[config.mk]
export PLATFORM = sky130hd
export DESIGN_NAME = piso_shift_tx_flat
export DESIGN_NICKNAME = d
export VERILOG_FILES = /design/src/rtl/bsr_pkg.sv /design/src/rtl/piso_shift_tx_if.sv /design/src/rtl/piso_shift_tx_bit_counter.sv /design/src/rtl/piso_shift_tx.sv /design/src/flat_wrapper.sv
export SDC_FILE = /design/constraint.sdc
export NUM_CORES = 1
export LEC_CHECK = 0
export CAP_MARGIN = 5
export CORE_AREA = 2 2 39 41
export DETAILED_ROUTE_END_ITERATION = 16
export DIE_AREA = 0 0 41 43
export PLACE_DENSITY_LB_ADDON = 0.1
export RECOVER_POWER = 50
export SLEW_MARGIN = 20
export SYNTH_ARGS = -nofsm -noshare
export SYNTH_HDL_FRONTEND = slang
export SYNTH_SLANG_ARGS = --single-unit
[constraint.sdc]
create_clock -name clk -period 1.63 [get_ports clk]
set_input_delay 0.163 -clock clk [delete_from_list [all_inputs] [get_ports clk]]
set_output_delay 0.163 -clock clk [all_outputs]
set_load 0.01 [all_outputs]
[src/rtl/bsr_pkg.sv]
// Shared definitions for the bidirectional shift register family:
// FSM encodings, bit-order constants and a width helper.
package bsr_pkg;

  typedef enum logic {
    ST_IDLE  = 1'b0,
    ST_SHIFT = 1'b1
  } state_t;

  localparam logic DIR_LSB_FIRST = 1'b0;
  localparam logic DIR_MSB_FIRST = 1'b1;

  function automatic int clog2(input int value);
    int r;
    r = 0;
    while ((1 << r) < value) r++;
    return r;
  endfunction

endpackage

[src/rtl/piso_shift_tx_if.sv]
// Load handshake, shift enable and serial output bundle of the PISO transmitter.
interface piso_shift_tx_if #(
  parameter int MSB = 4
);
  logic [MSB-1:0] din;
  logic           dir;
  logic           load_valid;
  logic           load_ready;
  logic           en;
  logic           q;
  logic           q_valid;
  logic           busy;
  logic           frame_done;

  modport master (
    output din, dir, load_valid, en,
    input  load_ready, q, q_valid, busy, frame_done
  );

  modport slave (
    input  din, dir, load_valid, en,
    output load_ready, q, q_valid, busy, frame_done
  );
endinterface

[src/rtl/piso_shift_tx_bit_counter.sv]
// Loadable down-counter tracking the bits left in a frame; o_last flags the
// final bit so the FSM can end or chain a frame on the same edge.
module shift_bit_counter #(
  parameter int W = 3
) (
  input  logic         clk,
  input  logic         rst,
  input  logic         i_load,
  input  logic [W-1:0] i_load_val,
  input  logic         i_dec,
  output logic         o_last
);

  logic [W-1:0] r_cnt;

  // A load wins over a decrement so a chained frame restarts at full count.
  always_ff @(posedge clk) begin
    if (rst) begin
      r_cnt <= '0;
    end else if (i_load) begin
      r_cnt <= i_load_val;
    end else if (i_dec && (r_cnt != '0)) begin
      r_cnt <= r_cnt - W'(1);
    end
  end

  assign o_last = (r_cnt == W'(1));

endmodule

[src/rtl/piso_shift_tx.sv]
// Parallel-in serial-out transmitter: accepts a word on a valid/ready load
// and emits it one bit per enabled cycle in the latched bit order.
//
// state    | meaning
// ST_IDLE  | no frame; load_ready high, q_valid low
// ST_SHIFT | frame active; each en cycle consumes the bit on q
module piso_shift_tx
  import bsr_pkg::*;
#(
  parameter int MSB = 4
) (
  input  logic                 clk,
  input  logic                 rst,
  piso_shift_tx_if.slave       bus
);

  localparam int             CW       = clog2(MSB + 1);
  localparam logic [CW-1:0]  CNT_INIT = CW'(MSB);

  state_t           r_state;
  logic [MSB-1:0]   r_shreg;
  logic             r_dir;
  logic             r_frame_done;

  logic             w_last;
  logic             w_shift;
  logic             w_load_ready;
  logic             w_load;

  assign w_shift      = (r_state == ST_SHIFT) && bus.en;
  // Ready on the last-bit cycle too, so frames can chain without a gap.
  assign w_load_ready = (r_state == ST_IDLE) || (w_shift && w_last);
  assign w_load       = bus.load_valid && w_load_ready;

  shift_bit_counter #(.W(CW)) u_cnt (
    .clk        (clk),
    .rst        (rst),
    .i_load     (w_load),
    .i_load_val (CNT_INIT),
    .i_dec      (w_shift),
    .o_last     (w_last)
  );

  always_ff @(posedge clk) begin
    if (rst) begin
      r_state      <= ST_IDLE;
      r_shreg      <= '0;
      r_dir        <= DIR_LSB_FIRST;
      r_frame_done <= 1'b0;
    end else begin
      r_frame_done <= w_shift && w_last;
      if (w_load) begin
        r_state <= ST_SHIFT;
        r_shreg <= bus.din;
        r_dir   <= bus.dir;
      end else if (w_shift) begin
        if (r_dir == DIR_MSB_FIRST) begin
          r_shreg <= {r_shreg[MSB-2:0], 1'b0};
        end else begin
          r_shreg <= {1'b0, r_shreg[MSB-1:1]};
        end
        if (w_last) begin
          r_state <= ST_IDLE;
        end
      end
    end
  end

  assign bus.q          = (r_dir == DIR_MSB_FIRST) ? r_shreg[MSB-1] : r_shreg[0];
  assign bus.q_valid    = (r_state == ST_SHIFT);
  assign bus.busy       = (r_state == ST_SHIFT);
  assign bus.frame_done = r_frame_done;
  assign bus.load_ready = w_load_ready;

endmodule

[src/flat_wrapper.sv]
// flat-port wrapper written by rule: the top's interface ports become plain ports
module piso_shift_tx_flat import bsr_pkg::*;
#(
  parameter int MSB = 4
)
  (clk, rst, bus_din, bus_dir, bus_load_valid, bus_en, bus_load_ready, bus_q, bus_q_valid, bus_busy, bus_frame_done);
  piso_shift_tx_if #(.MSB(MSB)) bus_i ();
  input  logic clk;
  input  logic rst;
  input wire logic [$bits(bus_i.din)-1:0] bus_din;
  input wire logic [$bits(bus_i.dir)-1:0] bus_dir;
  input wire logic [$bits(bus_i.load_valid)-1:0] bus_load_valid;
  input wire logic [$bits(bus_i.en)-1:0] bus_en;
  output wire logic [$bits(bus_i.load_ready)-1:0] bus_load_ready;
  output wire logic [$bits(bus_i.q)-1:0] bus_q;
  output wire logic [$bits(bus_i.q_valid)-1:0] bus_q_valid;
  output wire logic [$bits(bus_i.busy)-1:0] bus_busy;
  output wire logic [$bits(bus_i.frame_done)-1:0] bus_frame_done;
  assign bus_i.din = bus_din;
  assign bus_i.dir = bus_dir;
  assign bus_i.load_valid = bus_load_valid;
  assign bus_i.en = bus_en;
  assign bus_load_ready = bus_i.load_ready;
  assign bus_q = bus_i.q;
  assign bus_q_valid = bus_i.q_valid;
  assign bus_busy = bus_i.busy;
  assign bus_frame_done = bus_i.frame_done;
  piso_shift_tx #(.MSB(MSB)) u_core (.clk(clk), .rst(rst), .bus(bus_i));
endmodule
==> impl_metrics.tcl, run 1 <==
set metrics [dict create \
    routed-via-count 473 \
    total_switching_power_uw 133 \
    drv_cap 0 \
    core-area_sq_um 1380 \
    postSynth.asyncResetShare_pct 0 \
    synth_sequential_area_ratio_pct 35.6 \
    cts_resized 3 \
    ios 14 \
    clock_tree_skew_after_final_layout_ps 12.6 \
    fin_util_pct 52.7 \
    die_x_um 41 \
    detail_route.vias_per_cell 5.20 \
    synth_edf_count 0 \
    grt_util_all_layers_pct 15.4 \
    yosysWarnings 0 \
    die_h_um 43 \
    synth_top_flop_cell "sky130_fd_sc_hd__dfxtp_1" \
    final.period_utilization_pct 90.9 \
    numClockSinks 10 \
    mappedNetlistNets 72 \
    setup_crit_end_kind "primary output" \
    syn_avg_cell_area_sq_um 9.36 \
    timing_worst_setup_path_type "reg -> out" \
    layout.nets 89 \
    timing.final.max_slew_violations 0 \
    setup_viol 0 \
    report.final.hold_viol_count 0 \
    maximum_number_of_pins_on_one_net_before_global_route_repair 11 \
    number_of_drc_markers_after_the_initial_detailed_route_iteration 4 \
    synth_cells 60 \
    family_with_the_most_delay_on_the_worst_path "buffers and inverters" \
    placement.io_buffers 13 \
    worst_setup_path_start_kind "register" \
    postCtsHoldBufs 0 \
    routed_wire_length_per_instance_um 11.8 \
    dp_hpwl_um 770 \
    worst_r2r_path_depth 5 \
    mappedNetlistArea_sq_um 562 \
    seq_power_share_pct 50.9 \
    post-route-min-period_ps 1480 \
    post_route_cells_drive_above_1_share_pct 16.0 \
    worst-path-buf-inv 1 \
    comb_power_share_pct 18.5 \
    p_leak_uw 0.000315 \
    gp_routability_congestion 0.725 \
    grt.overflow.total 0 \
    clock_tree_from_tritoncts "built" \
    clkTransAtPathRegs_ps 70 \
    worstPathRequired_ps 1470 \
    rows 14 \
    detail_route.first_pass.iterations 4 \
    cp_cell_sequence "clkdlybuf4s50_1" \
    htreeDepth 1 \
    design.die.area_sq_um 1760 \
    first_global_vias 403 \
    outcome "finished clean" \
    ys_seq_elements 10 \
    internal_pwr_total_uw 401 \
    antenna_found_initial 0 \
    critical_path_cell_count 1 \
    slowest_delay_ps 590 \
    clock_tree.buffer_depth 2 \
    holdPathStages 2 \
    crit_path_max_fo 9 \
    initial_core_utilization_pct 40.6 \
    worst-endpoint-arrival_ps 1320 \
    power.density_nw_per_um2 733 \
    max_slew.worst_pin.slew_ps 378 \
    max-vdd-ir-drop_mv 0.519 \
    critical-path-slowest-cell "sky130_fd_sc_hd__clkdlybuf4s50_1" \
    timing.hold.worst.class "reg -> reg" \
    p_clk_share_pct 30.6 \
    max_clock_freq_mhz 675 \
    netlist-cell-type-count 26 \
    slew-limit-headroom_pct 74.8 \
    grt_pass1_wl_um 1760 \
    area_growth_pct 29.8 \
    antenna_cells_inserted 0 \
    clock_insertion_delay_worst_skew_ps 260 \
    rsz0062_at_grt "false" \
    antenna_violating_nets_post_route 0 \
    cts.repair_timing.setup_buffer_count 0 \
    clockRootBuffer "sky130_fd_sc_hd__clkbuf_4" \
    total_wirelength_of_the_detailed_routed_design_um 1080 \
    sw_frac_of_total_pct 24.9 \
    drc 0 \
    finalSetupTns_ps 0 \
    tritoncts.num_buffers 3 \
]
==> flip-flops by register name (all words and copies together), names as in the netlist <==
name                   cells
u_core.r_shreg             4
u_core.u_cnt.r_cnt         3
u_core.bus.busy            1
u_core.bus.frame_done      1
u_core.r_dir               1
==> area by class of cell <==
| class | instances | area [sq um] |
|---|---|---|
| Fill cell | 144 | 654 |
| Sequential cell | 10 | 200 |
| Inverter | 4 | 15.0 |
| Clock buffer | 3 | 22.5 |
| Multi-Input combinational cell | 43 | 325 |
| Timing Repair Buffer | 15 | 146 |
| Tap cell | 16 | 20.0 |
==> kinds of logic (layout without fill, tap and decap cells) <==
family,Yosys count,after routing,share of synthesized area (%)
fa+ha+maj,3,3,6.68
mux,6,6,11.4
compound gates,18,18,20.5
simple gates,16,16,19.8
flops,10,10,35.6
buf+inv,7,22,6.01
==> Yosys cell counts, drive strengths merged, types with 2 or more instances <==
library cell | count | share of area, %
nand3 | 2 | 1.8
nand2 | 2 | 1.8
a311oi | 2 | 3.1
dfxtp | 10 | 36
a211o | 2 | 3.1
o21ai | 4 | 3.6
nand3b | 2 | 2.7
ha | 3 | 6.7
buf | 2 | 2.7
mux2 | 3 | 6.0
mux2i | 3 | 5.3
or3 | 2 | 2.2
inv | 4 | 2.7
nor2 | 2 | 1.3
a21oi | 8 | 7.8
==> routing by layer <==
metal	track usage, %	routed length [um]
met3	9.42	80
met2	20.6	451
met4	6.00	13
met5	0	0
met1	19.5	530
==> power by group through the flow <==
stage                     logic (uW)  clock network (uW)  registers (uW)
after global routing             111                 187             275
after floorplan                 58.4                   0             275
after CTS                        102                 171             273
after global placement           102                   0             279
final                           99.2                 163             272
after detailed placement         102                   0             278
==> placed cells by master (no fill, tap or decap) <==
master,netlist,final
sky130_fd_sc_hd__clkdlybuf4s50_1,0,10
sky130_fd_sc_hd__dfxtp_1,10,10
sky130_fd_sc_hd__a21oi_1,7,7
sky130_fd_sc_hd__inv_1,4,4
sky130_fd_sc_hd__o21ai_0,4,4
sky130_fd_sc_hd__mux2_2,3,3
sky130_fd_sc_hd__mux2i_1,3,3
sky130_fd_sc_hd__ha_1,3,3
sky130_fd_sc_hd__clkbuf_4,0,3
sky130_fd_sc_hd__nand3b_1,2,2
sky130_fd_sc_hd__nand2_1,1,2
sky130_fd_sc_hd__a211o_1,2,2
sky130_fd_sc_hd__or3_1,2,2
sky130_fd_sc_hd__nand3_1,2,2
sky130_fd_sc_hd__a311oi_1,2,2
sky130_fd_sc_hd__nor2_1,2,2
sky130_fd_sc_hd__buf_4,2,2
sky130_fd_sc_hd__nand4b_2,1,1
sky130_fd_sc_hd__nand2b_1,1,1
sky130_fd_sc_hd__nor4b_1,1,1
sky130_fd_sc_hd__nor2b_1,1,1
sky130_fd_sc_hd__a21bo_2,1,1
sky130_fd_sc_hd__and4_2,1,1
sky130_fd_sc_hd__a31oi_1,1,1
sky130_fd_sc_hd__and4b_1,1,1
sky130_fd_sc_hd__a21oi_2,1,1
sky130_fd_sc_hd__dlygate4sd3_1,0,1
sky130_fd_sc_hd__dlygate4sd2_1,0,1
sky130_fd_sc_hd__dlymetal6s2s_1,0,1
==> metrics by stage <==
stage          hold WS, ps  power (uW)  std cells  setup slack [ps]  cell area, sq um
2_1_floorplan          280         334         60               402               562
3_5_place_dp           469         380         88              80.0               708
5_1_grt                513         573         91              42.5               729
6_report               480         535         91               148               729
4_1_cts                479         545         91              19.9               733
3_3_place_gp           472         381         88              96.9               708
==> final timing paths <==
path                                           start                            endpoint  slack [ps]
hold / removal    u_core.u_cnt.r_cnt[1]$_SDFFE_PP0P_  u_core.u_cnt.r_cnt[1]$_SDFFE_PP0P_         480
setup reg to reg  u_core.u_cnt.r_cnt[1]$_SDFFE_PP0P_      u_core.r_shreg[2]$_SDFFE_PP0P_         240
hold reg to reg   u_core.u_cnt.r_cnt[1]$_SDFFE_PP0P_  u_core.u_cnt.r_cnt[1]$_SDFFE_PP0P_         480
setup / recovery        u_core.bus.busy$_SDFFE_PP0P_                            bus_busy         150
Note: power is estimated with default switching activity, not from simulation.
==> inputs of run 2 (changes only) <==
--- a/config.mk
+++ b/config.mk
@@ -6,12 +6,12 @@
 export NUM_CORES = 1
 export LEC_CHECK = 0
 export CAP_MARGIN = 5
-export CORE_AREA = 2 2 39 41
+export CORE_UTILIZATION = 47
 export DETAILED_ROUTE_END_ITERATION = 16
-export DIE_AREA = 0 0 41 43
 export PLACE_DENSITY_LB_ADDON = 0.1
 export RECOVER_POWER = 50
 export SLEW_MARGIN = 20
 export SYNTH_ARGS = -nofsm -noshare
 export SYNTH_HDL_FRONTEND = slang
+export SYNTH_HIERARCHICAL = 1
 export SYNTH_SLANG_ARGS = --single-unit
==> run 2 against run 1 <==
Net effect:
- the flow now finishes with violations (negative setup slack)
- worst hold slack lost 17 ps
- first-iteration DRC count grew to 5.0 times the previous value
- combinational power increased by 110%
- sequential share of layout area down 4.9 points
- critical path depth is 7 higher
- wire length increased by 39%
- synthesized area rose by 8.5%
- core utilization grew 26 points
- clock skew shrank 11 ps
- critical path type is now reg -> reg
- largest power group unchanged
- highest routed layer unchanged
==> impl_metrics.tcl, run 2 <==
set metrics [dict create \
    clock_tree.buffer_depth 2 \
    maximum_number_of_pins_on_one_net_before_global_route_repair 9 \
    post-synth-top-area-fraction_pct 32.9 \
    postSynth.asyncResetShare_pct 0 \
    grt_util_all_layers_pct 23.7 \
    first_global_vias 523 \
    antenna_found_initial 0 \
    failed_checks "negative setup slack" \
    comb_power_share_pct 29.4 \
    power.density_nw_per_um2 799 \
    total_wirelength_of_the_detailed_routed_design_um 1490 \
    netlist-cell-type-count 32 \
    critical-path-slowest-cell "sky130_fd_sc_hd__dfxtp_2" \
    p_clk_share_pct 31.9 \
    gp_routability_congestion 0.838 \
    final.fill_count 83 \
    design_area_sq_um 908 \
    synth_cells 66 \
    max_clock_freq_mhz 611 \
    synth_most_common_cell "sky130_fd_sc_hd__dfxtp_1" \
    layout.cells.most_common "sky130_fd_sc_hd__buf_4" \
    routed_wire_length_per_instance_um 13.7 \
    tritoncts.num_buffers 3 \
    timing_worst_setup_path_type "reg -> reg" \
    synth_sequential_area_ratio_pct 32.9 \
    setup_crit_end_kind "register" \
    rsz0062_at_grt "true" \
    synthTopCellsByCount "10 x sky130_fd_sc_hd__dfxtp_1, 7 x sky130_fd_sc_hd__a21oi_1, 6 x sky130_fd_sc_hd__nor3_1, 4 x sky130_fd_sc_hd__inv_1" \
    htreeDepth 1 \
    post-route-min-period_ps 1640 \
    report.final.hold_viol_count 0 \
    worst-endpoint-arrival_ps 1800 \
    worst_setup_path_start_kind "register" \
    post-place-ws_ps -31.5 \
    area_growth_pct 49.1 \
    post_route_cells_drive_above_1_share_pct 35.8 \
    dp_hpwl_um 1050 \
    ios 14 \
    outcome "complete, but fails checks" \
    synth_top_flop_cell "sky130_fd_sc_hd__dfxtp_1" \
    mappedNetlistArea_sq_um 609 \
    drc 0 \
    die_x_um 38.0 \
    total_switching_power_uw 212 \
    postCtsHoldBufs 0 \
    yosysTopAreaCell "sky130_fd_sc_hd__dfxtp_1" \
    slowest_delay_ps 320 \
    grt_pass1_wl_um 2330 \
    final.period_utilization_pct 100 \
    antenna_cells_inserted 0 \
    synth_edf_count 0 \
    design.die.area_sq_um 1440 \
    clockRootBuffer "sky130_fd_sc_hd__clkbuf_4" \
    yosysWarnings 6 \
    numClockSinks 10 \
    drv_cap 0 \
    detail_route.first_pass.iterations 4 \
    max-vdd-ir-drop_mv 0.549 \
    syn_avg_cell_area_sq_um 9.23 \
    sw_frac_of_total_pct 29.2 \
    clock_tree_skew_after_final_layout_ps 1.37 \
    rows 12 \
    initial_core_utilization_pct 52.7 \
    placement.io_buffers 13 \
    detail_route.vias_per_cell 5.52 \
    ys_seq_elements 10 \
    clkTransAtPathRegs_ps 70 \
    worstPathRequired_ps 1800 \
    hold_slack_ps 463 \
    largest_registers "u_core/r_shreg x4, u_core/u_cnt/r_cnt x3" \
    number_of_drc_markers_after_the_initial_detailed_route_iteration 20 \
    antenna_violating_nets_post_route 0 \
    timing.final.max_slew_violations 0 \
    crit_path_max_fo 5 \
    final-instance-count-excl-fill 109 \
    largest_cells_by_area_after_synthesis "sky130_fd_sc_hd__dfxtp_1 33%, sky130_fd_sc_hd__ha_1 6.2%, sky130_fd_sc_hd__a21oi_1 5.7%" \
    timing.hold.worst.class "in -> reg" \
    setup_viol 1 \
    die_h_um 38.0 \
    routed-via-count 602 \
    clock_insertion_delay_worst_skew_ps 270 \
    layout.cells.most_common_list "11 x sky130_fd_sc_hd__buf_4, 8 x sky130_fd_sc_hd__clkdlybuf4s50_1, 8 x sky130_fd_sc_hd__dfxtp_1" \
    core-area_sq_um 1160 \
    setup_ws_ps -6.86 \
    grt.overflow.total 0 \
    internal_pwr_total_uw 514 \
    post_dp_cell_area_sq_um 827 \
    clock_tree_from_tritoncts "built" \
    p_leak_uw 0.000371 \
    regMostFlops "u_core/r_shreg" \
    finalSetupTns_ps -6.86 \
    largest_register_ff_count 4 \
    seq_power_share_pct 38.7 \
    layout.nets 108 \
    cp_cell_sequence "inv_2 > ha_2 > and2b_2 > a21boi_4 > buf_6 > nor2_4 > a211o_2 > and3_4" \
    place.detailed.instances 102 \
]
run 2: cell type report:
cell class	count	area, sq um	share of cell area [%]
inverters	6	25.0	2.75
well taps	14	17.5	1.93
repair buffers	26	229	25.2
multi-input cells	49	395	43.5
clock buffers	4	36.3	3.99
flip-flops and latches	10	205	22.6
run 2: final timing paths:
kind,from,endpoint,slack [ps],cells after the start
hold / removal,bus_dir,u_core/r_dir$_SDFFE_PP0P_,460,3
hold reg to reg,u_core/r_dir$_SDFFE_PP0P_,u_core/r_dir$_SDFFE_PP0P_,560,2
setup reg to reg,u_core/u_cnt/r_cnt[1]$_SDFFE_PP0P_,u_core/u_cnt/r_cnt[0]$_SDFFE_PP0P_,-7,8
setup / recovery,u_core/u_cnt/r_cnt[1]$_SDFFE_PP0P_,u_core/u_cnt/r_cnt[0]$_SDFFE_PP0P_,-7,8
run 2: power by group through the flow:
stage               clock network, uW  logic, uW  registers (uW)
floorplan                           0        111             283
global placement                    0        192             285
detailed placement                  0        194             286
CTS                               238        196             280
global route                      246        232             283
finish                            232        213             281
run 2: logic make-up after synthesis:
logic type,count (synthesis),share of synthesized area (%)
fa+ha+maj,3,6.16
mux,3,5.13
buf+inv,8,5.95
other cells,2,1.23
compound gates,18,26.3
flops,10,32.9
simple gates,22,22.4
run 2: critical path, delay by kind of cell (launching register included):
kind,cells,cell delay (ps)
AO/OA/AOI/OAI,2,490
adder cells (fa/ha/maj),1,150
buffers and inverters,2,160
flip-flops,1,320
AND/OR/NAND/NOR,3,390
run 2: metrics by stage:
step / power [uW] / util, %
4_1_cts: 713 / 75.5
5_1_grt: 760 / 78.6
2_1_floorplan: 393 / -
3_5_place_dp: 480 / 71.5
3_3_place_gp: 477 / 71.5
6_report: 726 / 78.6
run 2: repair_timing:
action	4_1_cts	5_1_grt
buffers inserted	1	2
resized for setup	8	7
pin swaps	1	3
setup endpoints to repair	2	5
run 2: layer usage:
metal	global-route usage, %	vias to the layer above	part of all wire (%)
li1	-	298	-
met1	34.5	277	51
met2	32.8	25	40
met3	5.23	2	7.4
met4	10.7	0	0.74
met5	0	-	0
